$ cat config.mk
export PLATFORM = sky130hd
export DESIGN_NAME = eth_axil_csr_bank
export DESIGN_NICKNAME = d
export VERILOG_FILES = /design/src/rtl/utils_pkg.sv /design/src/rtl/eth_csr_irq.sv /design/src/rtl/eth_axil_csr_bank.sv
export SDC_FILE = /design/constraint.sdc
export NUM_CORES = 1
export LEC_CHECK = 0
export ABC_AREA = 1
export BUFFER_PORTS_ARGS = -buffer_cell sky130_fd_sc_hd__buf_2
export CAP_MARGIN = 25
export CORE_AREA = 2 2 275 277
export DETAILED_ROUTE_END_ITERATION = 16
export DIE_AREA = 0 0 277 279
export HOLD_SLACK_MARGIN = 0.03
export PLACE_DENSITY_LB_ADDON = 0.25
export SLEW_MARGIN = 30
export SYNTH_ARGS = -nofsm -noshare
export SYNTH_HDL_FRONTEND = slang
export SYNTH_HIERARCHICAL = 1
export SYNTH_SLANG_ARGS = --single-unit
$ cat constraint.sdc
create_clock -name clk -period 12 [get_ports clk]
set_input_delay 2.4 -clock clk [delete_from_list [all_inputs] [get_ports clk]]
set_output_delay 2.4 -clock clk [all_outputs]
set_load 0.05 [all_outputs]
$ cat src/rtl/utils_pkg.sv
// Shared AXI4-Lite types, response codes and byte-lane helpers for the CSR blocks.
package utils_pkg;

    typedef logic [31:0] axi_addr_t;
    typedef logic [31:0] axi_data_t;
    typedef logic [3:0]  axi_strb_t;
    typedef logic [3:0]  axi_id_t;
    typedef logic [1:0]  axi_error_t;

    localparam axi_error_t AXI_OKAY   = 2'b00;
    localparam axi_error_t AXI_SLVERR = 2'b10;

    typedef struct packed {
        axi_id_t   awid;
        axi_addr_t awaddr;
        logic      awvalid;
        axi_data_t wdata;
        axi_strb_t wstrb;
        logic      wvalid;
        logic      bready;
        axi_id_t   arid;
        axi_addr_t araddr;
        logic      arvalid;
        logic      rready;
    } s_axil_mosi_t;

    typedef struct packed {
        logic       awready;
        logic       wready;
        axi_id_t    bid;
        axi_error_t bresp;
        logic       bvalid;
        logic       arready;
        axi_id_t    rid;
        axi_data_t  rdata;
        axi_error_t rresp;
        logic       rvalid;
    } s_axil_miso_t;

    function automatic axi_data_t strb_to_mask(input axi_strb_t strb);
        axi_data_t m;
        for (int b = 0; b < 4; b++) begin
            m[8*b +: 8] = {8{strb[b]}};
        end
        return m;
    endfunction

    function automatic axi_data_t merge_bytes(input axi_data_t old_val, input axi_data_t new_val,
                                              input axi_strb_t strb);
        axi_data_t m;
        m = strb_to_mask(strb);
        return (old_val & ~m) | (new_val & m);
    endfunction

    // Word index relative to the bank base; addresses below the base wrap to a huge index.
    function automatic logic [29:0] csr_index(input axi_addr_t addr, input axi_addr_t base);
        axi_addr_t off;
        off = addr - base;
        return off[31:2];
    endfunction

endpackage

$ cat src/rtl/eth_csr_irq.sv
// Sticky interrupt status (RW1C), interrupt mask (RW) and registered irq for the CSR bank.
module eth_csr_irq
    import utils_pkg::*;
#(
    parameter axi_data_t MASK_RST = 32'h0000_0000
)(
    input  logic      clk,
    input  logic      rst,
    input  logic      mask_we,
    input  logic      status_we,
    input  axi_data_t mask_wdata,
    input  axi_data_t clr_bits,
    input  axi_data_t irq_src_i,
    output axi_data_t status_q,
    output axi_data_t mask_q,
    output logic      irq_o
);

    axi_data_t status_r;
    axi_data_t mask_r;
    logic      irq_r;
    axi_data_t clr_s;

    // Clear bits only apply on a committed status write
    always_comb begin
        clr_s = 32'h0000_0000;
        if (status_we) begin
            clr_s = clr_bits;
        end else begin
            clr_s = 32'h0000_0000;
        end
    end

    // Set wins over clear so a source held high keeps its bit
    always_ff @(posedge clk or posedge rst) begin
        if (rst) begin
            status_r <= 32'h0000_0000;
            mask_r   <= MASK_RST;
            irq_r    <= 1'b0;
        end else begin
            status_r <= (status_r & ~clr_s) | irq_src_i;
            if (mask_we) begin
                mask_r <= mask_wdata;
            end
            irq_r <= |(status_r & mask_r);
        end
    end

    assign status_q = status_r;
    assign mask_q   = mask_r;
    assign irq_o    = irq_r;

endmodule

$ cat src/rtl/eth_axil_csr_bank.sv
// AXI4-Lite CSR bank with independent AW/W capture and RO/RW registers.
// Define ETH_CSR_IRQ_EN to turn the top two registers into IRQ_MASK / IRQ_STATUS.
module eth_axil_csr_bank
    import utils_pkg::*;
#(
    parameter int unsigned         NUM_REGS  = 8,
    parameter axi_addr_t           BASE_ADDR = 32'h0000_0000,
    parameter logic [NUM_REGS-1:0] RO_MASK   = {NUM_REGS{1'b0}},
    parameter axi_data_t           RST_VAL   = 32'h0000_0000
)(
    input  logic                         clk,
    input  logic                         rst,
    input  s_axil_mosi_t                 csr_mosi_i,
    output s_axil_miso_t                 csr_miso_o,
    input  axi_data_t [NUM_REGS-1:0]     hw_val_i,
    output axi_data_t [NUM_REGS-1:0]     reg_q_o,
    output logic      [NUM_REGS-1:0]     wr_pulse_o,
    input  axi_data_t                    irq_src_i,
    output logic                         irq_o
);

    localparam logic [29:0]         NUM_IDX = 30'(NUM_REGS);
    localparam logic [NUM_REGS-1:0] ONE_HOT = {{(NUM_REGS-1){1'b0}}, 1'b1};
`ifdef ETH_CSR_IRQ_EN
    localparam logic [NUM_REGS-1:0] IRQ_REGS = (ONE_HOT << (NUM_REGS-1)) | (ONE_HOT << (NUM_REGS-2));
`else
    localparam logic [NUM_REGS-1:0] IRQ_REGS = {NUM_REGS{1'b0}};
`endif
    localparam logic [NUM_REGS-1:0] RO_EFF = RO_MASK & ~IRQ_REGS;

    logic        aw_held_r, w_held_r, bvalid_r, rvalid_r;
    axi_id_t     awid_r, bid_r, rid_r;
    axi_addr_t   awaddr_r;
    axi_data_t   wdata_r, rdata_r;
    axi_strb_t   wstrb_r;
    axi_error_t  bresp_r, rresp_r;
    logic [NUM_REGS-1:0] wr_pulse_r;
    axi_data_t [NUM_REGS-1:0] regs_r;

    logic        awready_s, wready_s, arready_s, aw_hs_s, w_hs_s, ar_hs_s, commit_s;
    axi_addr_t   wr_addr_s;
    axi_id_t     wr_id_s;
    axi_data_t   wr_data_s, rd_data_s;
    axi_strb_t   wr_strb_s;
    logic [29:0] wr_idx_s, rd_idx_s;
    logic        wr_ro_s, wr_err_s, rd_err_s;
    logic [NUM_REGS-1:0] wr_sel_s;
    axi_data_t [NUM_REGS-1:0] view_s;

    assign awready_s = !rst && !aw_held_r && !bvalid_r;
    assign wready_s  = !rst && !w_held_r && !bvalid_r;
    assign arready_s = !rst && !rvalid_r;
    assign aw_hs_s   = csr_mosi_i.awvalid && awready_s;
    assign w_hs_s    = csr_mosi_i.wvalid && wready_s;
    assign ar_hs_s   = csr_mosi_i.arvalid && arready_s;
    // Commit as soon as both halves are available, held or arriving this cycle
    assign commit_s  = (aw_held_r || aw_hs_s) && (w_held_r || w_hs_s);

    // Write operands come from the holding registers once captured
    always_comb begin
        if (aw_held_r) begin
            wr_addr_s = awaddr_r;
            wr_id_s   = awid_r;
        end else begin
            wr_addr_s = csr_mosi_i.awaddr;
            wr_id_s   = csr_mosi_i.awid;
        end
        if (w_held_r) begin
            wr_data_s = wdata_r;
            wr_strb_s = wstrb_r;
        end else begin
            wr_data_s = csr_mosi_i.wdata;
            wr_strb_s = csr_mosi_i.wstrb;
        end
    end

    assign wr_idx_s = csr_index(wr_addr_s, BASE_ADDR);
    assign rd_idx_s = csr_index(csr_mosi_i.araddr, BASE_ADDR);

    // Write decode: error on out-of-range or RO target, one-hot select otherwise
    always_comb begin
        wr_ro_s = 1'b0;
        for (int i = 0; i < NUM_REGS; i++) begin
            wr_ro_s = wr_ro_s | ((wr_idx_s == 30'(i)) & RO_EFF[i]);
        end
        wr_err_s = (wr_idx_s >= NUM_IDX) | wr_ro_s;
        for (int i = 0; i < NUM_REGS; i++) begin
            wr_sel_s[i] = commit_s & ~wr_err_s & (wr_idx_s == 30'(i));
        end
    end

`ifdef ETH_CSR_IRQ_EN
    axi_data_t irq_status_s;
    axi_data_t irq_mask_s;

    eth_csr_irq #(
        .MASK_RST (RST_VAL)
    ) u_irq (
        .clk        (clk),
        .rst        (rst),
        .mask_we    (wr_sel_s[NUM_REGS-2]),
        .status_we  (wr_sel_s[NUM_REGS-1]),
        .mask_wdata (merge_bytes(irq_mask_s, wr_data_s, wr_strb_s)),
        .clr_bits   (wr_data_s & strb_to_mask(wr_strb_s)),
        .irq_src_i  (irq_src_i),
        .status_q   (irq_status_s),
        .mask_q     (irq_mask_s),
        .irq_o      (irq_o)
    );
`else
    logic unused_irq_src_s;
    assign unused_irq_src_s = ^irq_src_i;
    assign irq_o = 1'b0;
`endif

    // Architectural view of every register as seen by reads and reg_q_o
    always_comb begin
        for (int i = 0; i < NUM_REGS; i++) begin
            view_s[i] = RO_EFF[i] ? hw_val_i[i] : regs_r[i];
        end
`ifdef ETH_CSR_IRQ_EN
        view_s[NUM_REGS-2] = irq_mask_s;
        view_s[NUM_REGS-1] = irq_status_s;
`endif
    end

    // Read mux; out-of-range reads return zero with SLVERR
    always_comb begin
        rd_data_s = 32'h0000_0000;
        for (int i = 0; i < NUM_REGS; i++) begin
            rd_data_s = rd_data_s | ((rd_idx_s == 30'(i)) ? view_s[i] : 32'h0000_0000);
        end
        rd_err_s = (rd_idx_s >= NUM_IDX);
    end

    // Write channel handshake, hold flags and B response
    always_ff @(posedge clk or posedge rst) begin
        if (rst) begin
            aw_held_r  <= 1'b0;
            w_held_r   <= 1'b0;
            awid_r     <= 4'h0;
            awaddr_r   <= 32'h0000_0000;
            wdata_r    <= 32'h0000_0000;
            wstrb_r    <= 4'h0;
            bvalid_r   <= 1'b0;
            bid_r      <= 4'h0;
            bresp_r    <= AXI_OKAY;
            wr_pulse_r <= {NUM_REGS{1'b0}};
        end else begin
            if (commit_s) begin
                aw_held_r <= 1'b0;
                w_held_r  <= 1'b0;
                bvalid_r  <= 1'b1;
                bid_r     <= wr_id_s;
                bresp_r   <= wr_err_s ? AXI_SLVERR : AXI_OKAY;
            end else begin
                if (aw_hs_s) begin
                    aw_held_r <= 1'b1;
                    awid_r    <= csr_mosi_i.awid;
                    awaddr_r  <= csr_mosi_i.awaddr;
                end
                if (w_hs_s) begin
                    w_held_r <= 1'b1;
                    wdata_r  <= csr_mosi_i.wdata;
                    wstrb_r  <= csr_mosi_i.wstrb;
                end
                if (bvalid_r && csr_mosi_i.bready) begin
                    bvalid_r <= 1'b0;
                end
            end
            wr_pulse_r <= wr_sel_s;
        end
    end

    // RW register storage with byte-lane merge
    always_ff @(posedge clk or posedge rst) begin
        if (rst) begin
            for (int i = 0; i < NUM_REGS; i++) begin
                regs_r[i] <= RST_VAL;
            end
        end else begin
            for (int i = 0; i < NUM_REGS; i++) begin
                if (wr_sel_s[i] && !IRQ_REGS[i]) begin
                    regs_r[i] <= merge_bytes(regs_r[i], wr_data_s, wr_strb_s);
                end
            end
        end
    end

    // Read channel: data sampled from pre-write state on the AR handshake
    always_ff @(posedge clk or posedge rst) begin
        if (rst) begin
            rvalid_r <= 1'b0;
            rdata_r  <= 32'h0000_0000;
            rresp_r  <= AXI_OKAY;
            rid_r    <= 4'h0;
        end else begin
            if (ar_hs_s) begin
                rvalid_r <= 1'b1;
                rdata_r  <= rd_data_s;
                rresp_r  <= rd_err_s ? AXI_SLVERR : AXI_OKAY;
                rid_r    <= csr_mosi_i.arid;
            end else if (rvalid_r && csr_mosi_i.rready) begin
                rvalid_r <= 1'b0;
            end
        end
    end

    assign csr_miso_o.awready = awready_s;
    assign csr_miso_o.wready  = wready_s;
    assign csr_miso_o.bid     = bid_r;
    assign csr_miso_o.bresp   = bresp_r;
    assign csr_miso_o.bvalid  = bvalid_r;
    assign csr_miso_o.arready = arready_s;
    assign csr_miso_o.rid     = rid_r;
    assign csr_miso_o.rdata   = rdata_r;
    assign csr_miso_o.rresp   = rresp_r;
    assign csr_miso_o.rvalid  = rvalid_r;
    assign reg_q_o            = view_s;
    assign wr_pulse_o         = wr_pulse_r;

endmodule

==> reports/metrics.cfg <==
[outcome]
status=complete, no violations

[power_and_ir_drop]
p_leak_nw=12.9
total_power_mw=3.87
switching_share_pct=34.1
powerDensity_mw_per_mm2=161
clkPwrFrac_pct=39.7
combPwrFrac_pct=21.2
internal_power_mw=2.55
switching_power_mw=1.32
ir_drop_mv=0.191
pwr-share-seq_pct=39.1

[worst_setup_path]
r2r-start=aw_held_r
rr_worst_depth=11
startpoint_type=input port
worstSetupEndpointType=output pin
r2r_slack_ns=7.87
arrival_ns=3.38
cp_max_fo=4
cp.required_ns=9.60
crit_path_start=rst
crit_type=input port to output pin

[min_path]
hold_start=rid_r[0]
hold_depth=2
hp-class=flop to flop
hold_end=rid_r[0]

[clock_tree]
clk_latency_ns=0.59
path_clk_slew_ns=0.05
postCtsSetupRepairBufs=0
cts_sinks=380
htreeDepth=2
numCtsBuffers=48
clk_path_buf_depth=3
ctsResizeCount=0
cts_tree=done
postCtsHoldBufs=0
clockRootBuffer=clkbuf_16

[timing]
worstMarginPinSlew_ns=1.02
finClkSkew_ns=0.0214
fin_tns_setup_ns=0
max_freq_mhz=173
slew_violations=0
setup_viol=0
finalWorstSetupSlack_ns=6.22
fin_crit_sh_pct=48.1
rsz0062_at_grt=false
min_period_ns=5.78
finalHoldViolCount=0
maxSlewHeadroom_pct=31.8

[cells_and_area]
regArea_mm2=0.00951
finalNonFillerCells=3827
multi_input_area_mm2=0.00858
area_growth_pct=23.6
nFillCells=7974
finish.utilization_pct=32.5
drive_gt1_share_pct=22.8
nNetsFinal=3224

[route]
wirelength_um=83300
postRouteAntennaNets=0
vias=19000
drt_iter0_drc=1599
wire_per_inst_um=21.8
drc_errors=0
routed_via_density=4.97
drtPass1Iterations=6

[yosys]
netlist_instances=2484
ys_warn_count=6
synth_top_area_cell=dfrtp_1
synth_cell_types=30
synth_top_area_share_pct=48.8
syn_avg_cell_area_um2=7.84
synth_seq_area_share_pct=48.8
synth_seq_cells=380
syn-cell-area_mm2=0.0195
synthTopCellsByArea=dfrtp_1 (49%), nand2_1 (16%), nand4_1 (9.4%), nand3_1 (6.3%), inv_1 (3.3%)

[placed_design]
gp_congestion=0.810
dp_cells=3739
hpwlAfterDp_um=55200
port_buffers=421
pre_cts_slack_ns=5.88

[global_routing]
overflow=0
antenna_found_initial=12
grt_pass1_vias=18400
grt_pass1_wl_um=123000
grt_max_degree=139
track_usage_pct=21.1

[floorplan]
die_h_um=279
die_area_mm2=0.0773
core_area_mm2=0.0741
start_util_pct=26.3
ios=717
die_w_um=277
rows=100

[run]
drv_cap=0

through the flow:
step                hold slack, ns  instance area [um^2]
floorplan                    0.448                 19500
global placement             0.460                 22400
detailed placement           0.464                 22400
CTS                          0.476                 24000
global route                 0.498                 24100
finish                       0.472                 24100
cells by family after synthesis:
| kind of cell | share of synthesized area [%] |
|---|---|
| simple gates | 39.4 |
| flops | 48.8 |
| buf+inv | 7.84 |
| other cells | 0.0193 |
| mux | 0.809 |
| compound gates | 3.11 |
synth_stat cells:
master    number
or2_2         34
nand2_4        1
nand2_1      836
nand3_2        9
mux2_2        14
clkinv_1       2
nor2_8         1
nor3_2         1
nand3_1      244
nor2_2         2
nor3_1         7
nand3_4       20
nand4_1      292
conb_1         1
buf_1          4
a21oi_1        4
buf_6          5
buf_2         24
nor2_4         8
nor4_1         8
inv_1        172
a31oi_1        4
nor2_1       160
o21ai_2        4
and2_1         1
o21ai_1       37
clkbuf_1     100
o21ai_0       68
dfrtp_1      380
buf_4         41
worst max-delay path by stage:
stage,to,slack [ns]
after CTS,csr_miso_o[48],6.18
after detailed placement,flop,5.88
final,csr_miso_o[48],6.22
after global routing,csr_miso_o[48],6.16
after global placement,flop,5.91
after floorplan,flop,2.51
layer usage:
metal,GRT usage [%],part of all wire (%),vias to the layer above
li1,-,-,8932
met1,29.5,46,9176
met2,30.9,42,761
met3,7.29,10,133
met4,5.37,2.3,16
met5,0,0.13,-
layout by cell type (no fill, tap or decap), drive strengths merged:
master / instances
nor3: 8
nor2: 171
clkinv: 10
and2: 1
buf: 459
nor4: 8
o21ai: 109
dfrtp: 380
bufinv: 4
or2: 34
mux2: 14
clkinvlp: 2
a21oi: 4
clkbuf: 73
nand4: 292
nand2: 837
conb: 3
nand3: 273
diode: 1
inv: 171
a31oi: 4
worst max-delay path, cell delays in order:
cell and delay, ns:
buf_2 0.16, nor3_1 0.45, buf_2 0.36
area by class of cell:
type	instances	area share (%)
Antenna cell	1	0.0104
Clock buffer	73	6.14
Clock inverter	13	0.759
Inverter	174	2.73
Multi-Input combinational cell	1758	35.7
Sequential cell	380	39.5
Tap cell	969	5.04
Timing Repair Buffer	459	10.2
power groups by stage:
stage,combinational [mW],clock [mW],sequential (mW)
6_report,0.822,1.53,1.51
5_1_grt,0.903,1.62,1.53
4_1_cts,0.825,1.57,1.51
3_5_place_dp,0.824,0,1.53
3_3_place_gp,0.819,0,1.53
2_1_floorplan,0.484,0,1.62
No activity file was read; power rests on OpenSTA's default activity.
